$ cat src/rtl/apb_master.sv
// apb_master: turns a valid/ready command stream into single APB read/write
// transfers and returns one response per command on a valid/ready channel.
// Only one transfer is outstanding at a time. Every APB and response output
// is registered; cmd_ready is the only combinational output.
// Optional feature: define APB_MASTER_TIMEOUT_EN to abort an ACCESS phase
// after TIMEOUT_CYC cycles without PREADY, returning rsp_err=1.
module apb_master #(
    parameter int ADDR_W      = 8,
    parameter int DATA_W      = 32,
    parameter int WAIT_W      = 4,
    parameter int TIMEOUT_CYC = 64
) (
    input  logic              PCLK,
    input  logic              PRESET,
    // command channel
    input  logic              cmd_valid,
    output logic              cmd_ready,
    input  logic              cmd_write,
    input  logic [ADDR_W-1:0] cmd_addr,
    input  logic [DATA_W-1:0] cmd_wdata,
    input  logic [WAIT_W-1:0] cfg_wait,
    // APB requester side
    output logic              PSEL,
    output logic              PENABLE,
    output logic [ADDR_W-1:0] PADDR,
    output logic              PWRITE,
    output logic [DATA_W-1:0] PWDATA,
    output logic [WAIT_W-1:0] PWAIT,
    input  logic              PREADY,
    input  logic [DATA_W-1:0] PRDATA,
    // response channel
    output logic              rsp_valid,
    input  logic              rsp_ready,
    output logic              rsp_write,
    output logic [DATA_W-1:0] rsp_rdata,
    output logic              rsp_err
);

    // Reject a timeout limit that cannot be represented at elaboration time.
    if (TIMEOUT_CYC < 1) begin : g_timeout_range_err
        $error("apb_master: TIMEOUT_CYC must be at least 1");
    end

    typedef enum logic [1:0] {
        ST_IDLE   = 2'd0,
        ST_SETUP  = 2'd1,
        ST_ACCESS = 2'd2
    } state_t;

    state_t              r_state;
    state_t              w_state_nxt;

    logic                r_psel;
    logic                r_penable;
    logic [ADDR_W-1:0]   r_paddr;
    logic                r_pwrite;
    logic [DATA_W-1:0]   r_pwdata;
    logic [WAIT_W-1:0]   r_pwait;

    logic                r_rsp_valid;
    logic                r_rsp_write;
    logic [DATA_W-1:0]   r_rsp_rdata;
    logic                r_rsp_err;

    logic                w_accept;    // command handshake this cycle
    logic                w_timeout;   // ACCESS abandoned this cycle
    logic                w_xfer_end;  // ACCESS finishes this cycle (ready or timeout)

    // A new command is only taken when idle and the response slot is free
    // (or being drained this very cycle), which allows back-to-back transfers.
    assign cmd_ready  = PRESET & (r_state == ST_IDLE) & (~r_rsp_valid | rsp_ready);
    assign w_accept   = cmd_valid & cmd_ready;
    assign w_xfer_end = (r_state == ST_ACCESS) & (PREADY | w_timeout);

`ifdef APB_MASTER_TIMEOUT_EN
    localparam int CNT_W = (TIMEOUT_CYC > 1) ? $clog2(TIMEOUT_CYC) : 1;
    localparam logic [CNT_W-1:0] TO_LIMIT = CNT_W'(TIMEOUT_CYC - 1);

    logic [CNT_W-1:0] r_to_cnt;

    // Count ACCESS cycles spent waiting on PREADY; restart for every transfer.
    always_ff @(posedge PCLK or negedge PRESET) begin
        if (!PRESET) begin
            r_to_cnt <= '0;
        end else if (r_state == ST_SETUP) begin
            r_to_cnt <= '0;
        end else if ((r_state == ST_ACCESS) && !PREADY && !w_timeout) begin
            r_to_cnt <= r_to_cnt + 1'b1;
        end
    end

    // PREADY in the limit cycle wins: the transfer completes normally.
    assign w_timeout = (r_state == ST_ACCESS) & ~PREADY & (r_to_cnt == TO_LIMIT);
`else
    // Base build: ACCESS waits for PREADY indefinitely.
    assign w_timeout = 1'b0;
`endif

    // State register.
    always_ff @(posedge PCLK or negedge PRESET) begin
        // NOTE: sequential state uses non-blocking (<=) so every register
        // samples pre-edge values, independent of block ordering.
        if (!PRESET) begin
            r_state <= ST_IDLE;
        end else begin
            r_state <= w_state_nxt;
        end
    end

    // Next-state decode: IDLE -> SETUP on accept, one SETUP cycle, then ACCESS
    // until the slave is ready (or the transfer times out).
    always_comb begin
        // NOTE: the default assignment first means every path drives
        // w_state_nxt, so no latch is inferred.
        w_state_nxt = r_state;
        unique case (r_state)
            ST_IDLE:   if (w_accept) w_state_nxt = ST_SETUP;
            ST_SETUP:  w_state_nxt = ST_ACCESS;
            ST_ACCESS: if (PREADY || w_timeout) w_state_nxt = ST_IDLE;
            default:   w_state_nxt = ST_IDLE;
        endcase
    end

    // APB request signals: capture the command on accept, raise PENABLE after
    // SETUP, drop the select when ACCESS ends. Address/data/direction/wait
    // hold their last value between transfers.
    always_ff @(posedge PCLK or negedge PRESET) begin
        if (!PRESET) begin
            r_psel    <= 1'b0;
            r_penable <= 1'b0;
            r_paddr   <= '0;
            r_pwrite  <= 1'b0;
            r_pwdata  <= '0;
            r_pwait   <= '0;
        end else if (w_accept) begin
            r_psel    <= 1'b1;
            r_penable <= 1'b0;
            r_paddr   <= cmd_addr;
            r_pwrite  <= cmd_write;
            r_pwdata  <= cmd_write ? cmd_wdata : '0;
            r_pwait   <= cfg_wait;
        end else if (r_state == ST_SETUP) begin
            r_penable <= 1'b1;
        end else if (w_xfer_end) begin
            r_psel    <= 1'b0;
            r_penable <= 1'b0;
        end
    end

    // Response register: loading a finished transfer takes priority over
    // clearing on handshake; otherwise contents hold while back-pressured.
    always_ff @(posedge PCLK or negedge PRESET) begin
        if (!PRESET) begin
            r_rsp_valid <= 1'b0;
            r_rsp_write <= 1'b0;
            r_rsp_rdata <= '0;
            r_rsp_err   <= 1'b0;
        end else if (w_xfer_end) begin
            r_rsp_valid <= 1'b1;
            r_rsp_write <= r_pwrite;
            r_rsp_rdata <= (r_pwrite || w_timeout) ? '0 : PRDATA;
            r_rsp_err   <= w_timeout;
        end else if (r_rsp_valid && rsp_ready) begin
            r_rsp_valid <= 1'b0;
        end
    end

    assign PSEL      = r_psel;
    assign PENABLE   = r_penable;
    assign PADDR     = r_paddr;
    assign PWRITE    = r_pwrite;
    assign PWDATA    = r_pwdata;
    assign PWAIT     = r_pwait;
    assign rsp_valid = r_rsp_valid;
    assign rsp_write = r_rsp_write;
    assign rsp_rdata = r_rsp_rdata;
    assign rsp_err   = r_rsp_err;

endmodule

$ cat config.mk
export PLATFORM = sky130hd
export DESIGN_NAME = apb_master
export DESIGN_NICKNAME = d
export VERILOG_FILES = /design/src/rtl/apb_master.sv
export SDC_FILE = /design/constraint.sdc
export NUM_CORES = 1
export LEC_CHECK = 0
export BUFFER_PORTS_ARGS = -buffer_cell sky130_fd_sc_hd__buf_4
export CAP_MARGIN = 20
export CORE_MARGIN = 1
export CORE_UTILIZATION = 42
export CTS_BUF_LIST = sky130_fd_sc_hd__clkbuf_16
export CTS_CLUSTER_DIAMETER = 100
export DETAILED_ROUTE_END_ITERATION = 8
export HOLD_SLACK_MARGIN = 0.1
export PLACE_DENSITY_LB_ADDON = 0.08
export SKIP_CTS_REPAIR_TIMING = 1
export SLEW_MARGIN = 20
export SYNTH_ARGS = -nofsm -noshare
export SYNTH_HDL_FRONTEND = slang
export SYNTH_SLANG_ARGS = --single-unit
$ cat constraint.sdc
create_clock -name PCLK -period 1.3 [get_ports PCLK]
set_input_delay 0.26 -clock PCLK [delete_from_list [all_inputs] [get_ports PCLK]]
set_output_delay 0.26 -clock PCLK [all_outputs]
set_load 0.02 [all_outputs]
* After elaboration in Yosys (flattened, before gate mapping)
Cells that the tools add are included.
Cells by class: equal/unequal tests 5, multiplexer cells 12, bitwise gates (word level) 6, reduce and logical (&&, ||, !) cells 7
Operators with widths (number):
- $mux 32 | 2
- $mux 1 | 7
- $ne 2x2->1 const B | 3
- $pmux 2 s3 | 1
- $and 1x1->1 | 4
- $mux 2 | 2
- $reduce_and 2->1 | 2
- $reduce_bool 2->1 | 2
- $reduce_bool 3->1 | 1
- $eq 2x1->1 const B | 1
- $eq 2x2->1 const B | 1
- $logic_not 2->1 | 1
- $logic_and 1x1->1 | 1
- $not 1->1 | 1
- $or 1x1->1 | 1
Word-level totals: flip-flop bits (word level) 83, logic and storage cells 40

* Longest topological paths before layout
depth in word-level cells 6, gate-level depth with buffers 6, gate-level depth less buffers 3

* Worst setup path after synthesis
Ideal clock, no wire load.
path kind register -> register, from register r_rsp_valid (netlist: rsp_valid), to register r_paddr[7] (netlist: PADDR[7]), arrival 1.322 ns, setup slack -0.147 ns, cell stages (with the launch flop) 6, path buffers 2, clock period less this slack 1.447 ns, cells stage by stage dfrtp_1 -> nand2b_4 -> and4_4 -> buf_6 -> buf_6 -> mux2_4
On the way: cells in the longest elaborated chain, start to end 4
Ends and longest elaborated chain:
- from (decl) | RTL line 60 | logic r_rsp_valid;
- from (signal assigned) | RTL line 154 | r_rsp_valid <= 1'b0;
- from (signal assigned) | RTL line 159 | r_rsp_valid <= 1'b1;
- from (signal assigned) | RTL line 164 | r_rsp_valid <= 1'b0;
- $not 1->1 | RTL line 71 | assign cmd_ready = PRESET & (r_state == ST_IDLE) & (~r_rsp_valid | rsp_ready);
- $or 1x1->1 | RTL line 71
- $and 1x1->1 | RTL line 71
- $and 1x1->1 | RTL line 72 | assign w_accept = cmd_valid & cmd_ready;
- to (signal assigned) | RTL line 138 | r_paddr <= cmd_addr;
- to (decl) | RTL line 55 | logic [ADDR_W-1:0] r_paddr;
Every way passes these cells. A chain may end at the register's enable or synchronous reset.

* Worst setup path in the final report
from register r_state[1], to output cmd_ready
On the way: cells in the longest elaborated chain, start to end 3
Ends and longest elaborated chain:
- from (decl) | RTL line 50 | state_t r_state;
- from (signal assigned) | RTL line 106 | r_state <= w_state_nxt;
- $logic_not 2->1 | RTL line 71
- $and 1x1->1 (2 in series) | RTL line 71
- to (decl) | RTL line 17 | output logic cmd_ready,
Every way passes these cells.

==> metrics.txt <==
# TYPE chip_impl_metric gauge
chip_impl_info{name="worst-setup-path-type",value="reg -> out"} 1
chip_impl_metric{name="place_inst",unit=""} 587
chip_impl_metric{name="total_power",unit="mW"} 11.3
chip_impl_metric{name="p_leak",unit="nW"} 2.80
chip_impl_metric{name="grt_max_degree",unit=""} 84
chip_impl_metric{name="total_drc_errors_in_the_routed_layout",unit=""} 0
chip_impl_metric{name="synth-edff-count",unit=""} 0
chip_impl_info{name="regToRegStartpoint",value="r_state[1]"} 1
chip_impl_metric{name="async_reset_ff_frac",unit=""} 1.00
chip_impl_info{name="synth_most_common_cell",value="sky130_fd_sc_hd__dfrtp_1"} 1
chip_impl_metric{name="initial_utilization",unit=""} 0.431
chip_impl_metric{name="wire_per_inst",unit="µm"} 13.8
chip_impl_info{name="grt_setup_unrepaired",value="yes"} 1
chip_impl_metric{name="critical_path.n_buffers_inverters",unit=""} 1
chip_impl_metric{name="hold_viol",unit=""} 0
chip_impl_info{name="regToRegEndpoint",value="PWAIT[2]"} 1
chip_impl_metric{name="synth.yosys.seq_area_share",unit=""} 0.589
chip_impl_metric{name="place_area",unit="mm²"} 0.00496
chip_impl_metric{name="p_per_area",unit="mW/mm²"} 2070
chip_impl_metric{name="area_taken_by_multi_input_logic_gates",unit="mm²"} 0.00122
chip_impl_info{name="run_status",value="finished with violations"} 1
chip_impl_metric{name="layout.cell_area.non_filler",unit="mm²"} 0.00547
chip_impl_info{name="synthTopCellsByArea",value="sky130_fd_sc_hd__dfrtp_1 59%, sky130_fd_sc_hd__mux2i_1 9.1%, sky130_fd_sc_hd__nand2_1 7.0%"} 1
chip_impl_metric{name="clock_path_buffers",unit=""} 2
chip_impl_metric{name="grt_util_all_layers",unit=""} 0.180
chip_impl_metric{name="synthDistinctLibCells",unit=""} 23
chip_impl_info{name="synth_top_flop_cell",value="sky130_fd_sc_hd__dfrtp_1"} 1
chip_impl_info{name="synthDominantAreaCellType",value="sky130_fd_sc_hd__dfrtp_1"} 1
chip_impl_metric{name="post_synth_instance_area",unit="mm²"} 0.00352
chip_impl_metric{name="dp_hpwl",unit="µm"} 5540
chip_impl_metric{name="vias",unit=""} 2784
chip_impl_metric{name="critical_path_peak_fanout",unit=""} 2
chip_impl_metric{name="fp.dieArea",unit="mm²"} 0.00876
chip_impl_metric{name="synth-seq-cells",unit=""} 83
chip_impl_metric{name="antenna_cells_inserted",unit=""} 0
chip_impl_metric{name="first_drt_pass_iteration_count",unit=""} 4
chip_impl_metric{name="syn-num-nets",unit=""} 405
chip_impl_info{name="failing_checks",value="negative setup slack"} 1
chip_impl_info{name="worstHoldPathType",value="in -> async"} 1
chip_impl_metric{name="grt-ovfl-total",unit=""} 0
chip_impl_metric{name="cts_num_sinks",unit=""} 83
chip_impl_info{name="tritoncts_clock_tree",value="done"} 1
chip_impl_metric{name="grt_first_pass_wirelength",unit="µm"} 12100
chip_impl_metric{name="cp.arrival",unit="ns"} 1.15
chip_impl_metric{name="clk_transition_reported_paths",unit="ns"} 0.06
chip_impl_metric{name="final_net_count",unit=""} 585
chip_impl_info{name="cts-root-buf",value="sky130_fd_sc_hd__clkbuf_16"} 1
chip_impl_metric{name="final_critical_path_time_including_i_o_delays_and_setup",unit="ns"} 1.41
chip_impl_info{name="timing.critical_path.from_type",value="flip-flop"} 1
chip_impl_info{name="worst_setup_path_end_kind",value="primary output"} 1
chip_impl_metric{name="crit_required",unit="ns"} 1.04
chip_impl_info{name="synth.top_cells.by_count",value="83 x sky130_fd_sc_hd__dfrtp_1, 66 x sky130_fd_sc_hd__nand2_1, 33 x sky130_fd_sc_hd__o21ai_0"} 1
chip_impl_metric{name="ff2ff_path_depth",unit=""} 4
chip_impl_metric{name="critPathMaxStageDelay",unit="ns"} 0.38
chip_impl_metric{name="slew_headroom",unit=""} 0.491
chip_impl_metric{name="post-route-worst-setup-slack",unit="ns"} -0.110
chip_impl_metric{name="layout.area.seq",unit="mm²"} 0.00208
chip_impl_metric{name="ys.warnings.count",unit=""} 0
chip_impl_metric{name="die_width",unit="µm"} 93.6
chip_impl_metric{name="instances_no_fill",unit=""} 613
chip_impl_metric{name="area_delta_synth_final",unit="%"} 55.1
chip_impl_metric{name="post-route-period-util",unit=""} 1.08
chip_impl_metric{name="cts_made_buffers",unit=""} 9
chip_impl_metric{name="place_worst_setup_slack",unit="ns"} -0.104
chip_impl_metric{name="internal_reg_to_reg_setup_slack",unit="ns"} -0.09
chip_impl_metric{name="synth_top_area_share",unit=""} 0.589
chip_impl_metric{name="floorplan.rows",unit=""} 33
chip_impl_metric{name="final_antenna_violating_net_count",unit=""} 0
chip_impl_metric{name="achievable-frequency",unit="MHz"} 709
chip_impl_metric{name="post_drt_via_cell_ratio",unit=""} 4.54
chip_impl_metric{name="maxCapViolations",unit=""} 0
chip_impl_metric{name="syn_area_per_cell",unit="µm²"} 10.9
chip_impl_info{name="slowest_stage",value="sky130_fd_sc_hd__dfrtp_1"} 1
chip_impl_metric{name="clk-insertion-delay-late",unit="ns"} 0.32
chip_impl_metric{name="post_route_cells_drive_above_1_share",unit=""} 0.439
chip_impl_metric{name="tightest_slew",unit="ns"} 0.764
chip_impl_metric{name="htreeDepth",unit=""} 3
chip_impl_metric{name="die_y",unit="µm"} 93.6
chip_impl_metric{name="synthesis.instances",unit=""} 323
chip_impl_info{name="critical_path.cell_chain",value="nor2_2 -> and3_4 -> buf_6"} 1
chip_impl_metric{name="place.gp.congestion",unit=""} 0.742
chip_impl_metric{name="floorplan.io_pins",unit=""} 165
chip_impl_metric{name="report.final.slew_viol_count",unit=""} 0
chip_impl_metric{name="detail_route.wirelength",unit="µm"} 8440
chip_impl_metric{name="drt-initial-drc-count",unit=""} 139
chip_impl_metric{name="maximum_vdd_ir_drop",unit="V"} 0.000977
chip_impl_metric{name="n_fill_cell",unit=""} 675
chip_impl_metric{name="grt_antenna_before_repair",unit=""} 0
chip_impl_metric{name="setup_violations",unit=""} 46
chip_impl_metric{name="clock-skew-final",unit="ns"} 0.00556
chip_impl_metric{name="vias_in_the_first_global_route",unit=""} 2572
chip_impl_metric{name="fp.coreArea",unit="mm²"} 0.00818
chip_impl_info{name="critical_path_s_top_delay_family",value="flip-flops"} 1
chip_impl_metric{name="portBuffers",unit=""} 163
[layer usage]
metal  GRT usage  part of all wire  vias to the layer above
met5           0                 0                        -
met4      0.0782             0.018                        0
met3      0.0382             0.062                       14
met2       0.290              0.48                      104
met1       0.235              0.44                     1288
li1            -                 -                     1378
[stage by stage]
| stage | util | hold WS, ns | setup TNS [ns] |
|---|---|---|---|
| global route | 0.669 | 0.161 | -5.06 |
| CTS | 0.641 | 0.155 | -3.38 |
| floorplan | - | -0.0356 | -1.88 |
| finish | 0.669 | 0.0976 | -2.36 |
| detailed placement | 0.606 | 0.472 | -4.03 |
| global placement | 0.606 | 0.466 | -1.41 |
[cell type report]
| class | count | share of cell area |
|---|---|---|
| clock buffer | 9 | 0.0412 |
| clock inverter | 7 | 0.0112 |
| inverter | 32 | 0.0220 |
| multi-input combinational | 187 | 0.224 |
| sequential | 83 | 0.380 |
| tap | 105 | 0.0240 |
| timing repair buffer | 190 | 0.297 |
[cells in the final DEF (no fill, tap or decap)]
master / synthesis / final
sky130_fd_sc_hd__clkinv_1: 0 / 1
sky130_fd_sc_hd__a21o_1: 1 / 1
sky130_fd_sc_hd__and3_4: 0 / 1
sky130_fd_sc_hd__and4_4: 1 / 1
sky130_fd_sc_hd__clkinv_2: 0 / 1
sky130_fd_sc_hd__clkinvlp_4: 0 / 2
sky130_fd_sc_hd__mux2_4: 5 / 13
sky130_fd_sc_hd__clkbuf_16: 0 / 13
sky130_fd_sc_hd__o21ai_0: 33 / 7
sky130_fd_sc_hd__inv_1: 32 / 34
sky130_fd_sc_hd__mux2_2: 9 / 1
sky130_fd_sc_hd__mux2i_1: 32 / 32
sky130_fd_sc_hd__or2b_1: 2 / 2
sky130_fd_sc_hd__buf_6: 2 / 11
sky130_fd_sc_hd__dfrtp_2: 0 / 1
sky130_fd_sc_hd__buf_4: 2 / 168
sky130_fd_sc_hd__o21ai_2: 0 / 1
sky130_fd_sc_hd__nand2b_1: 32 / 32
sky130_fd_sc_hd__conb_1: 1 / 1
sky130_fd_sc_hd__nand3b_1: 1 / 1
sky130_fd_sc_hd__o21ai_1: 0 / 25
sky130_fd_sc_hd__a21oi_1: 1 / 1
sky130_fd_sc_hd__buf_12: 1 / 7
sky130_fd_sc_hd__nand2b_4: 1 / 1
sky130_fd_sc_hd__nor2_2: 0 / 1
sky130_fd_sc_hd__nand2_1: 66 / 66
sky130_fd_sc_hd__dfrtp_1: 83 / 82
sky130_fd_sc_hd__bufinv_16: 0 / 1
[report_power, final]
group	switching, mW	internal (mW)
combinational	2.45	2.30
sequential	0.565	3.55
clock	0.958	1.46
total	3.97	7.32
[how the worst max path moves through the flow]
| stage | start | endpoint | slack, ns | cells after the start |
|---|---|---|---|---|
| global placement | PRESET | rsp_valid | -0.07 | 2 |
| floorplan | rsp_valid | PADDR[7] | -0.09 | 5 |
| detailed placement | r_state[0] | PWDATA[28] | -0.10 | 5 |
| finish | r_state[1] | cmd_ready | -0.11 | 3 |
| global route | r_state[1] | cmd_ready | -0.15 | 3 |
| CTS | r_state[0] | cmd_ready | -0.12 | 3 |
[registers in the layout (all words and copies together) (netlist names)]
| signal | flops |
|---|---|
| PENABLE | 1 |
| rsp_valid | 1 |
| PWDATA | 32 |
| PADDR | 8 |
| rsp_write | 1 |
| rsp_rdata | 32 |
| r_state | 2 |
| PSEL | 1 |
| PWAIT | 4 |
| PWRITE | 1 |
[cells by family after synthesis]
family,count (synthesis),share of synthesized area
AOI/OAI and AO/OA,35,0.0504
buffers and inverters,53,0.0749
DFF,83,0.589
muxes,46,0.141
other,1,0.00106
and+or+nand+nor,105,0.143
[worst register-to-register path: stages, from the launching register on]
cell,delay [ns]
sky130_fd_sc_hd__dfrtp_1,0.38
sky130_fd_sc_hd__nor2_2,0.14
sky130_fd_sc_hd__and4_4,0.29
sky130_fd_sc_hd__buf_12,0.16
sky130_fd_sc_hd__mux2_4,0.30
Power figures use the tool's default switching activity.
